--- src/rtl/floor_request_tracker.sv ---
// ---------------------------------------------------------------------------
// floor_request_tracker
//
// Receiving end of the per-floor call-button pulse path. It latches one-cycle
// call pulses into per-floor pending bits, which also drive the call lamps.
// It runs a collective (SCAN) direction scheduler and the door-hold timer.
// A floor's request is cleared when the car services it.
//
// Ports:
//   clk        system clock, all state changes on its rising edge
//   reset      asynchronous reset, active LOW
//   req        one-cycle call pulses, bit i = floor i
//   cur_floor  current car floor index, meaningful when at_floor=1
//   at_floor   car is stopped and aligned at cur_floor
//   pending    latched outstanding requests (lamp drive)
//   move_up    motor up command
//   move_down  motor down command
//   door_open  door open command
//   serviced   one-hot, one-cycle pulse marking the floor just cleared
// ---------------------------------------------------------------------------
module floor_request_tracker #(
  parameter int NUM_FLOORS  = 4,
  parameter int FLOOR_W     = 2,
  parameter int HOLD_CYCLES = 4
) (
  input  logic                  clk,
  input  logic                  reset,
  input  logic [NUM_FLOORS-1:0] req,
  input  logic [FLOOR_W-1:0]    cur_floor,
  input  logic                  at_floor,
  output logic [NUM_FLOORS-1:0] pending,
  output logic                  move_up,
  output logic                  move_down,
  output logic                  door_open,
  output logic [NUM_FLOORS-1:0] serviced
);

  localparam int CNT_W = (HOLD_CYCLES > 1) ? $clog2(HOLD_CYCLES) : 1;
  localparam logic [CNT_W-1:0] HOLD_RELOAD = CNT_W'(HOLD_CYCLES - 1);

  typedef enum logic [1:0] {
    S_IDLE = 2'd0,
    S_UP   = 2'd1,
    S_DOWN = 2'd2,
    S_DOOR = 2'd3
  } state_t;

  typedef enum logic {
    DIR_UP   = 1'b0,
    DIR_DOWN = 1'b1
  } dir_t;

  state_t                  state_q, state_d;
  dir_t                    last_dir_q, last_dir_d;
  logic [CNT_W-1:0]        cnt_q, cnt_d;
  logic [NUM_FLOORS-1:0]   pending_q, pending_d;
  logic [NUM_FLOORS-1:0]   serviced_q, serviced_d;

  logic                    above;
  logic                    below;
  logic                    here;
  logic                    req_here;
  logic                    floor_valid;
  logic                    enter_door;
  logic [NUM_FLOORS-1:0]   cur_onehot;
  int                      cur_idx;

  // Where the outstanding calls lie relative to the car. An out-of-range
  // floor index treats every pending call as below, so the car heads down.
  always_comb begin
    above       = 1'b0;
    below       = 1'b0;
    here        = 1'b0;
    req_here    = 1'b0;
    cur_onehot  = '0;
    cur_idx     = int'(cur_floor);
    floor_valid = (cur_idx < NUM_FLOORS);
    for (int j = 0; j < NUM_FLOORS; j++) begin
      if (!floor_valid) begin
        below = below | pending_q[j];
      end else if (j > cur_idx) begin
        above = above | pending_q[j];
      end else if (j < cur_idx) begin
        below = below | pending_q[j];
      end else begin
        here          = pending_q[j] & at_floor;
        req_here      = req[j];
        cur_onehot[j] = 1'b1;
      end
    end
  end

  // Scheduler next state. The door counter reloads on every DOOR entry and
  // whenever the current floor's button is pressed while the door is open.
  always_comb begin
    state_d    = state_q;
    last_dir_d = last_dir_q;
    cnt_d      = cnt_q;
    case (state_q)
      S_IDLE: begin
        if (here) begin
          state_d = S_DOOR;
        end else if (above) begin
          state_d    = S_UP;
          last_dir_d = DIR_UP;
        end else if (below) begin
          state_d    = S_DOWN;
          last_dir_d = DIR_DOWN;
        end
      end
      S_UP: begin
        if (at_floor) begin
          if (here) begin
            state_d = S_DOOR;
          end else if (!above && below) begin
            state_d    = S_DOWN;
            last_dir_d = DIR_DOWN;
          end else if (!above) begin
            state_d = S_IDLE;
          end
        end
      end
      S_DOWN: begin
        if (at_floor) begin
          if (here) begin
            state_d = S_DOOR;
          end else if (!below && above) begin
            state_d    = S_UP;
            last_dir_d = DIR_UP;
          end else if (!below) begin
            state_d = S_IDLE;
          end
        end
      end
      S_DOOR: begin
        if (req_here) begin
          cnt_d = HOLD_RELOAD;
        end else if (cnt_q == '0) begin
          // Keep sweeping the way we were going if there is work that way.
          if (last_dir_q == DIR_UP && above) begin
            state_d = S_UP;
          end else if (below) begin
            state_d    = S_DOWN;
            last_dir_d = DIR_DOWN;
          end else if (above) begin
            state_d    = S_UP;
            last_dir_d = DIR_UP;
          end else begin
            state_d = S_IDLE;
          end
        end else begin
          cnt_d = cnt_q - CNT_W'(1);
        end
      end
      default: begin
        state_d = S_IDLE;
      end
    endcase

    enter_door = (state_d == S_DOOR) && (state_q != S_DOOR);
    if (enter_door) begin
      cnt_d = HOLD_RELOAD;
    end
  end

  // Request latching. While the door is open the current floor's button is
  // absorbed; on DOOR entry the clear beats a simultaneous press.
  always_comb begin
    serviced_d = '0;
    if (state_q == S_DOOR) begin
      pending_d = pending_q | (req & ~cur_onehot);
    end else begin
      pending_d = pending_q | req;
    end
    if (enter_door) begin
      pending_d  = pending_d & ~cur_onehot;
      serviced_d = cur_onehot;
    end
  end

  always_ff @(posedge clk or negedge reset) begin
    if (!reset) begin
      state_q    <= S_IDLE;
      last_dir_q <= DIR_UP;
      cnt_q      <= '0;
      pending_q  <= '0;
      serviced_q <= '0;
    end else begin
      state_q    <= state_d;
      last_dir_q <= last_dir_d;
      cnt_q      <= cnt_d;
      pending_q  <= pending_d;
      serviced_q <= serviced_d;
    end
  end

  // Moore outputs decoded straight from the state register, so at most one
  // of them can ever be high.
  assign move_up   = (state_q == S_UP);
  assign move_down = (state_q == S_DOWN);
  assign door_open = (state_q == S_DOOR);
  assign pending   = pending_q;
  assign serviced  = serviced_q;

endmodule

--- config.mk ---
export PLATFORM = sky130hd
export DESIGN_NAME = floor_request_tracker
export DESIGN_NICKNAME = d
export VERILOG_FILES = /design/src/rtl/floor_request_tracker.sv
export SDC_FILE = /design/constraint.sdc
export NUM_CORES = 1
export LEC_CHECK = 0
export BUFFER_PORTS_ARGS = -buffer_cell sky130_fd_sc_hd__buf_2
export CAP_MARGIN = 15
export CORE_MARGIN = 3
export CORE_UTILIZATION = 47
export DETAILED_ROUTE_END_ITERATION = 8
export GPL_TIMING_DRIVEN = 1
export PLACE_DENSITY = 0.73
export SYNTH_ARGS = -nofsm -noshare
export SYNTH_HDL_FRONTEND = slang
export SYNTH_SLANG_ARGS = --single-unit
--- constraint.sdc ---
create_clock -name clk -period 1.75 [get_ports clk]
set_clock_uncertainty 0.05 [all_clocks]
set_input_delay 0.2625 -clock clk [delete_from_list [all_inputs] [get_ports clk]]
set_output_delay 0.2625 -clock clk [all_outputs]
set_load 0.02 [all_outputs]
# Word level (Yosys, flattened, before mapping)

Index checks and enable logic that the tools add are counted.

$add $sub $neg: 1
$lt $le $gt $ge: 6
Equality and inequality tests: 18
Muxes and demuxes: 65
Bitwise gates (word level): 14
Reductions and logical operators: 11

Operators with widths:

| kind                                                  | count |
|---|---|
| two-way mux 1 bit                                     | 41 |
| two-way mux 2 bit                                     | 19 |
| inequality test 2 bit, second input constant          | 8 |
| two-way mux 4 bit                                     | 3 |
| AND reduction 12 bit                                  | 1 |
| AND 4 bit                                             | 2 |
| OR 4 bit                                              | 2 |
| one-hot mux 2 bit (4 select lines)                    | 1 |
| == test 2 bit, second input constant                  | 3 |
| inequality test 2 x 1 -> 1 bit, second input constant | 3 |
| inequality test 3 bit, second input constant          | 2 |
| AND 1 bit                                             | 4 |
| > comparator 2 bit, first input constant              | 2 |
| logical AND 1 bit                                     | 4 |
| logical NOT 2 bit                                     | 2 |
| < comparator 1 x 2 -> 1 bit, first input constant     | 2 |
| NOT 4 bit                                             | 1 |
| OR 1 bit                                              | 4 |
| one-hot mux 1 bit (4 select lines)                    | 1 |
| inequality test 3 x 1 -> 1 bit, second input constant | 1 |
| == test 2 x 1 -> 1 bit, second input constant         | 1 |
| > comparator 1 x 2 -> 1 bit, first input constant     | 1 |
| logical NOT 1 bit                                     | 2 |
| < comparator 2 bit, first input constant              | 1 |
| other kinds (4)                                       | 4 |

Flip-flop bits (word level): 13
Bits of input ports: 9
Output and inout port bits: 11
Logic and storage cells: 120

# Longest topological paths before layout

Gate-level depths: netlist (run 1).

Word-level depth: 18
Depth in mapped cells: 8
Depth with buffers taken out: 6

# Worst setup path after synthesis (run 1)

OpenSTA, ideal clock, no wires.

Path kind: flip-flop to flip-flop
Start: reg pending_q[3], in the netlist pending[3]
End: reg last_dir_q
Setup time: 0.128 ns
Arrival time: 1.856 ns
Setup slack: -0.284 ns
Stages on the path, launching flop included: 6
Buffers on the path: 0
Period minus slack after synthesis: 2.034 ns
Path through: dfrtp_1 > mux4_2 > nor2_2 > o41ai_1 > a211oi_1 > mux2_1

Longest elaborated chain between the ends: 6

RTL lines:

| item                                     | line | source |
|---|---|---|
| start, declared                          | 56   | `logic [NUM_FLOORS-1:0] pending_q, pending_d;` |
| start signal, assigned                   | 192  | `pending_q <= pending_d;` |
| OR 1 bit                                 | 82   | `above = above \| pending_q[j];` |
| two-way mux 1 bit                        | 81   | `end else if (j > cur_idx) begin` |
| logical NOT 1 bit                        | --   |  |
| logical AND 1 bit                        | 115  | `end else if (!above && below) begin` |
| inequality test 2 x 1 -> 1 bit (no line) | --   |  |
| AND reduction 12 bit (no line)           | --   |  |
| end signal, assigned                     | 190  | `last_dir_q <= last_dir_d;` |
| end, declared                            | 54   | `dir_t last_dir_q, last_dir_d;` |

Several ways; a longest one is shown, not always the timed one. The select of a mux whose other input is x is not followed.
A chain may end at the register's enable or synchronous reset.

# Final worst setup path (run 1)

Start: reg pending_q[3], in the netlist pending[3]
End: reg pending_q[3], in the netlist pending[3]

Longest elaborated chain between the ends: 11

RTL lines:

| item                                                          | line     | source |
|---|---|---|
| OR 1 bit                                                      | 82       |  |
| two-way mux 1 bit                                             | 81       |  |
| two-way mux 1 bit / logical NOT 1 bit (equally long branches) | --       |  |
| two-way mux 2 bit / logical AND 1 bit (equally long branches) | 142, 115 |  |
| two-way mux 2 bit (on tied branches)                          | 140, 115 |  |
| two-way mux 2 bit (on tied branches)                          | 138, 113 |  |
| two-way mux 2 bit (on tied branches)                          | 136, 112 |  |
| one-hot mux 2 bit (4 select lines)                            | 99       | `case (state_q)` |
| == test 2 bit                                                 | 160      | `enter_door = (state_d == S_DOOR) && (state_q != S_DOOR);` |
| logical AND 1 bit                                             | 160      |  |
| two-way mux 4 bit *                                           | 175      | `if (enter_door) begin` |
| named net pending_d[3]                                        | 56       |  |

Mark *: on every way through the listed nets, which the timed path passes. The rest lies on a longest branch.

==> metrics.yaml, run 1 <==
status:
  status: "finished with violations"
  violations: "negative setup slack"
critical_path:
  crit_buf_inv: 1
  max_stage_delay_ns: 0.54
  slowest_stage: "mux4_2"
  crit_fanout: 11
  worstSetupPathType: "reg2reg"
  cp_cell_sequence: "mux4_2, nor2_4, nand2_2, a221oi_4, buf_12, o32a_1"
  arrival_ns: 2.09
  critPathLaunchType: "flip-flop"
  end_kind: "flip-flop"
  worstPathRequired_ns: 1.92
  critPathTopFamily: "multiplexers"
clock_network:
  cts-root-buf: "clkbuf_4"
  cts_tree: "built"
  clock_path_buffers: 2
  clk_latency_ns: 0.28
  clk_pin_slew_worst_paths_ns: 0.08
  cts_buffers: 3
  clock_sinks: 13
  cts_max_level: 1
detailed_routing:
  drt_iter0_drc: 39
  firstDrtPassIters: 4
  drc: 0
  vias: 996
  viasPerCell: 5.86
  wirelength_mm: 2.69
  wl_per_cell_um: 15.8
  postRouteAntennaNets: 0
sta:
  whs_ns: 0.283
  clock.fmax_mhz: 519
  finalMaxSlewViolations: 0
  final_hold_viol_count: 0
  rsz0062_at_grt: "true"
  fin_crit_ns: 1.93
  final.period_utilization: 1.10
  finalSetupViolations: 12
  worstMarginPinSlew_ns: 0.310
  fin_tns_setup_ns: -1.73
  setup_slack_ns: -0.177
  slew_headroom: 0.791
die:
  core_area_mm2: 0.00178
  die_area_mm2: 0.00253
  initial_core_util: 0.517
  die_h_um: 50.3
  num_rows: 15
  io_pins: 20
  die_w_um: 50.3
global_routing:
  grt_pass1_wl_mm: 4.68
  grt_usage: 0.238
  grt_max_degree: 14
  grt_pass1_vias: 1042
  gr-total-overflow: 0
  antenna_found_initial: 0
place:
  gp_congestion: 0.865
  dp.cells: 164
  port_buffers: 19
  dp_hpwl_mm: 1.88
cells_and_area:
  nNetsFinal: 156
  fin_cells: 170
  n_fill_cell: 125
  multi_input_area_um2: 633
  regArea_um2: 332
  drive_above_1_share: 0.538
  final_core_util: 0.775
  area.growth.synth_to_final_pct: 49.8
  final_cell_mix: "buf_4, buf_2, nand2_1"
  n_antenna_cell: 0
  final_common_cell: "buf_4"
pwr:
  p_sw_uw: 510
  p_sw_frac: 0.402
  pwr-share-seq: 0.324
  power_mw: 1.27
  power.internal_uw: 758
  p_per_area_mw_per_mm2: 918
  p_leak_nw: 0.588
  vdd_drop_max_uv: 665
  clkPwrFrac: 0.149
  power_frac_comb: 0.527
synthesis:
  synth-async-reset-ratio: 1.00
  ys_seq_area_frac: 0.353
  syn_avg_cell_area_um2: 9.22
  synth-main-ff-cell: "dfrtp_1"
  synth_edf_count: 0
  synth_cell_types: 35
  synth_area_leaders: "dfrtp_1, o21ai_0, o32a_1"
  syn_area_um2: 922
  ys_ff_latch: 13
  syn_nets: 110
  synth_top_area_share: 0.353
  synth_top_area_cell: "dfrtp_1"
  synth_cells: 100
  ys.warnings.count: 0
run:
  drv_cap: 0
min_path:
  hp-class: "in2reg"
==> worst paths after layout <==
| path | endpoint | startpoint | slack (ns) | cells after the start |
|---|---|---|---|---|
| max in group asynchronous | pending[2] | reset | 1.05 | 2 |
| hold / removal | pending[2] | req[2] | 0.28 | 3 |
| min in group asynchronous | state_q[0] | reset | 0.35 | 2 |
| setup / recovery | pending[3] | pending[3] | -0.18 | 6 |
| hold reg to reg | last_dir_q | last_dir_q | 0.50 | 1 |
| setup reg to reg | pending[3] | pending[3] | -0.18 | 6 |
==> metrics by stage <==
step / cell area [um2] / worst slack, ns
final: 1380 / -0.177
after CTS: 1380 / -0.201
after detailed placement: 1250 / -0.269
after floorplan: 947 / -0.220
after global placement: 1250 / -0.226
after global routing: 1380 / -0.252
==> power by group through the flow <==
stage          Sequential [mW]  Combinational, mW  Clock [mW]
2_1_floorplan            0.407              0.340           0
3_3_place_gp             0.408              0.564           0
3_5_place_dp             0.412              0.580           0
4_1_cts                  0.407              0.684       0.191
5_1_grt                  0.417              0.724       0.203
6_report                 0.411              0.669       0.189
==> logic make-up after synthesis <==
| group | synth area share |
|---|---|
| adder cells (fa/ha/maj) | 0.0136 |
| AO/OA/AOI/OAI | 0.358 |
| multiplexers | 0.0611 |
| buffers and inverters | 0.0583 |
| AND/OR/NAND/NOR | 0.156 |
| flip-flops | 0.353 |
==> flip-flops by register name, summed over array words and instances, names as in the netlist <==
name / flops
pending: 4
serviced: 4
cnt_q: 2
state_q: 2
last_dir_q: 1
==> Yosys cell counts (2+ instances only) <==
cell type   n
nand2_2     2
o32a_1      5
mux4_2      2
nor3_1      6
dfrtp_1    13
clkbuf_1    2
o21ai_2     2
nand2b_1    3
nor2_1      3
nor2b_1     2
a32oi_1     2
o21ai_0    12
o21ai_1     2
a21oi_1     4
nand2_1     9
o21a_1      5
inv_1       8
==> layout make-up <==
cell class / instances / share of cell area
timing repair buffer: 45 / 0.238
tap: 25 / 0.0226
clock buffer: 4 / 0.0190
sequential: 13 / 0.240
inverter: 8 / 0.0217
multi-input combinational: 75 / 0.458
==> per-layer routing <==
| metal | up-vias | GRT usage | share of wire |
|---|---|---|---|
| li1 | 466 | - | - |
| met1 | 477 | 0.305 | 0.41 |
| met2 | 49 | 0.400 | 0.51 |
| met3 | 4 | 0.0475 | 0.068 |
| met4 | 0 | 0.0717 | 0.010 |
| met5 | - | 0 | 0 |
==> what timing repair did <==
| item | CTS | global route |
|---|---|---|
| pin swaps | 2 | 5 |
| setup buffers | 1 | 0 |
| setup endpoints to repair | 12 | 14 |
| endpoints found under the hold margin | 13 | 0 |
| gates resized for setup | 13 | 7 |
| hold buffers | 1 | 0 |
| cloned | 1 | 0 |
==> worst min-delay path: stages <==
cell    delay (ns)
buf_2         0.09
o21a_1        0.10
o32a_1        0.13
No activity file was read; power rests on OpenSTA's default activity.
==> run 2: changes to the inputs <==
Settings changed: BUFFER_PORTS_ARGS -buffer_cell sky130_fd_sc_hd__buf_2 to -buffer_cell sky130_fd_sc_hd__buf_4, RECOVER_POWER from default to 25, SETUP_SLACK_MARGIN from default to 0.15.
==> run 2 against run 1 <==
  * The run still ends with negative setup slack left
  * Sequential share of layout area is 1.2 points lower
  * Clock-buffer cell count stayed put
  * Critical path depth is 3 higher
  * Critical endpoint is now pending[1]
  * Largest power group unchanged
  * Register-to-register slack worse by 0.11 ns
  * Cell count is 3.5% higher
==> metrics.yaml, run 2 (same netlist as run 1, synthesis figures left out) <==
status:
  status: "finished with violations"  # unchanged
  violations: "negative setup slack"  # unchanged
place:
  dp_hpwl_mm: 1.86  # was 1.88 mm
  place_area_mm2: 0.00127  # was 0.00125 mm2
  pre_cts_slack_ns: -0.269  # about the same
  gp_congestion: 0.891  # was 0.865
  port_buffers: 19  # unchanged
clock_network:
  cts_buffers: 3  # unchanged
  cts-root-buf: "clkbuf_4"  # unchanged
  clock_path_buffers: 2  # unchanged
  clk_pin_slew_worst_paths_ns: 0.08  # about the same
  cts_tree: "built"  # unchanged
  cts_max_level: 1  # unchanged
  clk_latency_ns: 0.28  # about the same
  clock_sinks: 13  # unchanged
global_routing:
  grt_max_degree: 14  # unchanged
  grt_pass1_vias: 1029  # was 1,042
  grt_pass1_wl_mm: 4.71  # was 4.68 mm
  grt_usage: 0.245  # was 0.238
  antenna_found_initial: 0  # unchanged
  gr-total-overflow: 0  # unchanged
sta:
  finalMaxSlewViolations: 0  # unchanged
  clock.fmax_mhz: 491  # was 519 MHz
  whs_ns: 0.275  # was 0.283 ns
  slew_headroom: 0.519  # was 0.791
  worstMarginPinSlew_ns: 0.722  # was 0.310 ns
  final_hold_viol_count: 0  # unchanged
  rsz0062_at_grt: "true"  # unchanged
  setup_slack_ns: -0.288  # was -0.177 ns
  finalSetupViolations: 12  # unchanged
  fin_crit_ns: 2.04  # was 1.93 ns
  final.period_utilization: 1.16  # was 1.10
critical_path:
  critPathLaunchType: "flip-flop"  # unchanged
  end_kind: "flip-flop"  # unchanged
  crit_buf_inv: 4  # was 1
  max_stage_delay_ns: 0.45  # was 0.54 ns
  worstPathRequired_ns: 1.92  # about the same
  arrival_ns: 2.21  # was 2.09 ns
  crit_fanout: 6  # was 11
  slowest_stage: "dfrtp_2"  # was mux4_2
  cp_cell_sequence: "nor2b_1, o21ai_1, buf_4, a21oi_2, buf_4, a221oi_4, buf_6, buf_12, o32a_1"  # was mux4_2, nor2_4, nand2_2, a221oi_4, buf_12, o32a_1
  worstSetupPathType: "reg2reg"  # unchanged
  worst_path_most_repeated_cell: "buf_4"
  critPathTopFamily: "compound AO/OA/AOI/OAI gates"  # was multiplexers
min_path:
  hp-class: "in2reg"  # unchanged
cells_and_area:
  nNetsFinal: 162  # was 156
  area.growth.synth_to_final_pct: 57.9  # was 49.8%
  n_antenna_cell: 0  # unchanged
  final_core_util: 0.817  # was 0.775
  final_common_cell: "buf_4"  # unchanged
  n_fill_cell: 110  # was 125
  regArea_um2: 332  # unchanged
  fin_area_mm2: 0.00146  # was 0.00138 mm2
  multi_input_area_um2: 601  # was 633 um2
  final_cell_mix: "buf_4, nand2_1, inv_1, dfrtp_1"  # was buf_4, buf_2, nand2_1
  drive_above_1_share: 0.510  # was 0.538
pwr:
  p_per_area_mw_per_mm2: 920  # was 918 mW/mm2
  vdd_drop_max_uv: 783  # was 665 uV
  p_leak_nw: 0.632  # was 0.588 nW
die:
  die_w_um: 50.3  # unchanged
  initial_core_util: 0.517  # unchanged
  die_h_um: 50.3  # unchanged
  num_rows: 15  # unchanged
  core_area_mm2: 0.00178  # unchanged
  io_pins: 20  # unchanged
  die_area_mm2: 0.00253  # unchanged
detailed_routing:
  drc: 0  # unchanged
  drt_iter0_drc: 31  # was 39
  wirelength_mm: 2.97  # was 2.69 mm
  viasPerCell: 5.98  # was 5.86
  postRouteAntennaNets: 0  # unchanged
  firstDrtPassIters: 4  # unchanged
  wl_per_cell_um: 16.9  # was 15.8 um
  vias: 1053  # was 996
run:
  drv_cap: 0  # unchanged
## run 2: final timing paths
path,depth (start not counted),end,slack (ns),startpoint
setup / recovery,9,pending[1],-0.29,pending[1]
hold / removal,3,pending[3],0.27,req[3]
setup reg to reg,9,pending[1],-0.29,pending[1]
hold reg to reg,2,cnt_q[1],0.49,cnt_q[1]
max in group asynchronous,2,pending[3],0.66,reset
min in group asynchronous,2,last_dir_q,0.49,reset
## run 2: tightest hold or removal path: cells and delay by family
family                 cells  cell delay, ns
AOI/OAI and AO/OA          2            0.23
buffers and inverters      1            0.08
## run 2: what timing repair did
item | CTS | global route
pin swaps | 10 | 9
setup endpoints to repair | 13 | 15
cloned | 1 | 0
buffers inserted | 5 | 4
hold buffers | 1 | 0
gates resized for setup | 9 | 8
hold endpoints to repair | 13 | 0
## run 2: cell type report
class | count | area share
multi-input cells | 75 | 0.412
repair buffers | 51 | 0.300
inverters | 8 | 0.0206
well taps | 25 | 0.0215
flip-flops and latches | 13 | 0.228
clock buffers | 4 | 0.0180
## run 2: through the flow
stage,power (mW),setup TNS (ns),std cells
floorplan,0.747,-1.84,100
global placement,0.967,-1.99,161
detailed placement,0.983,-2.41,161
CTS,1.27,-2.24,172
global route,1.42,-3.92,176
finish,1.34,-3.20,176
## run 2: where the power goes
group	leakage, nW	internal [mW]	switching, mW
Clock	0.0150	0.0886	0.103
Sequential	0.139	0.353	0.0537
Combinational	0.477	0.371	0.370
Total	0.632	0.813	0.528
## run 2: per-layer routing
metal | global-route usage | vias to the layer above | routed length (um)
li1 | - | 483 | -
met1 | 0.291 | 505 | 1190
met2 | 0.441 | 57 | 1550
met3 | 0.0593 | 8 | 167
met4 | 0.0583 | 0 | 61
met5 | 0 | - | 0
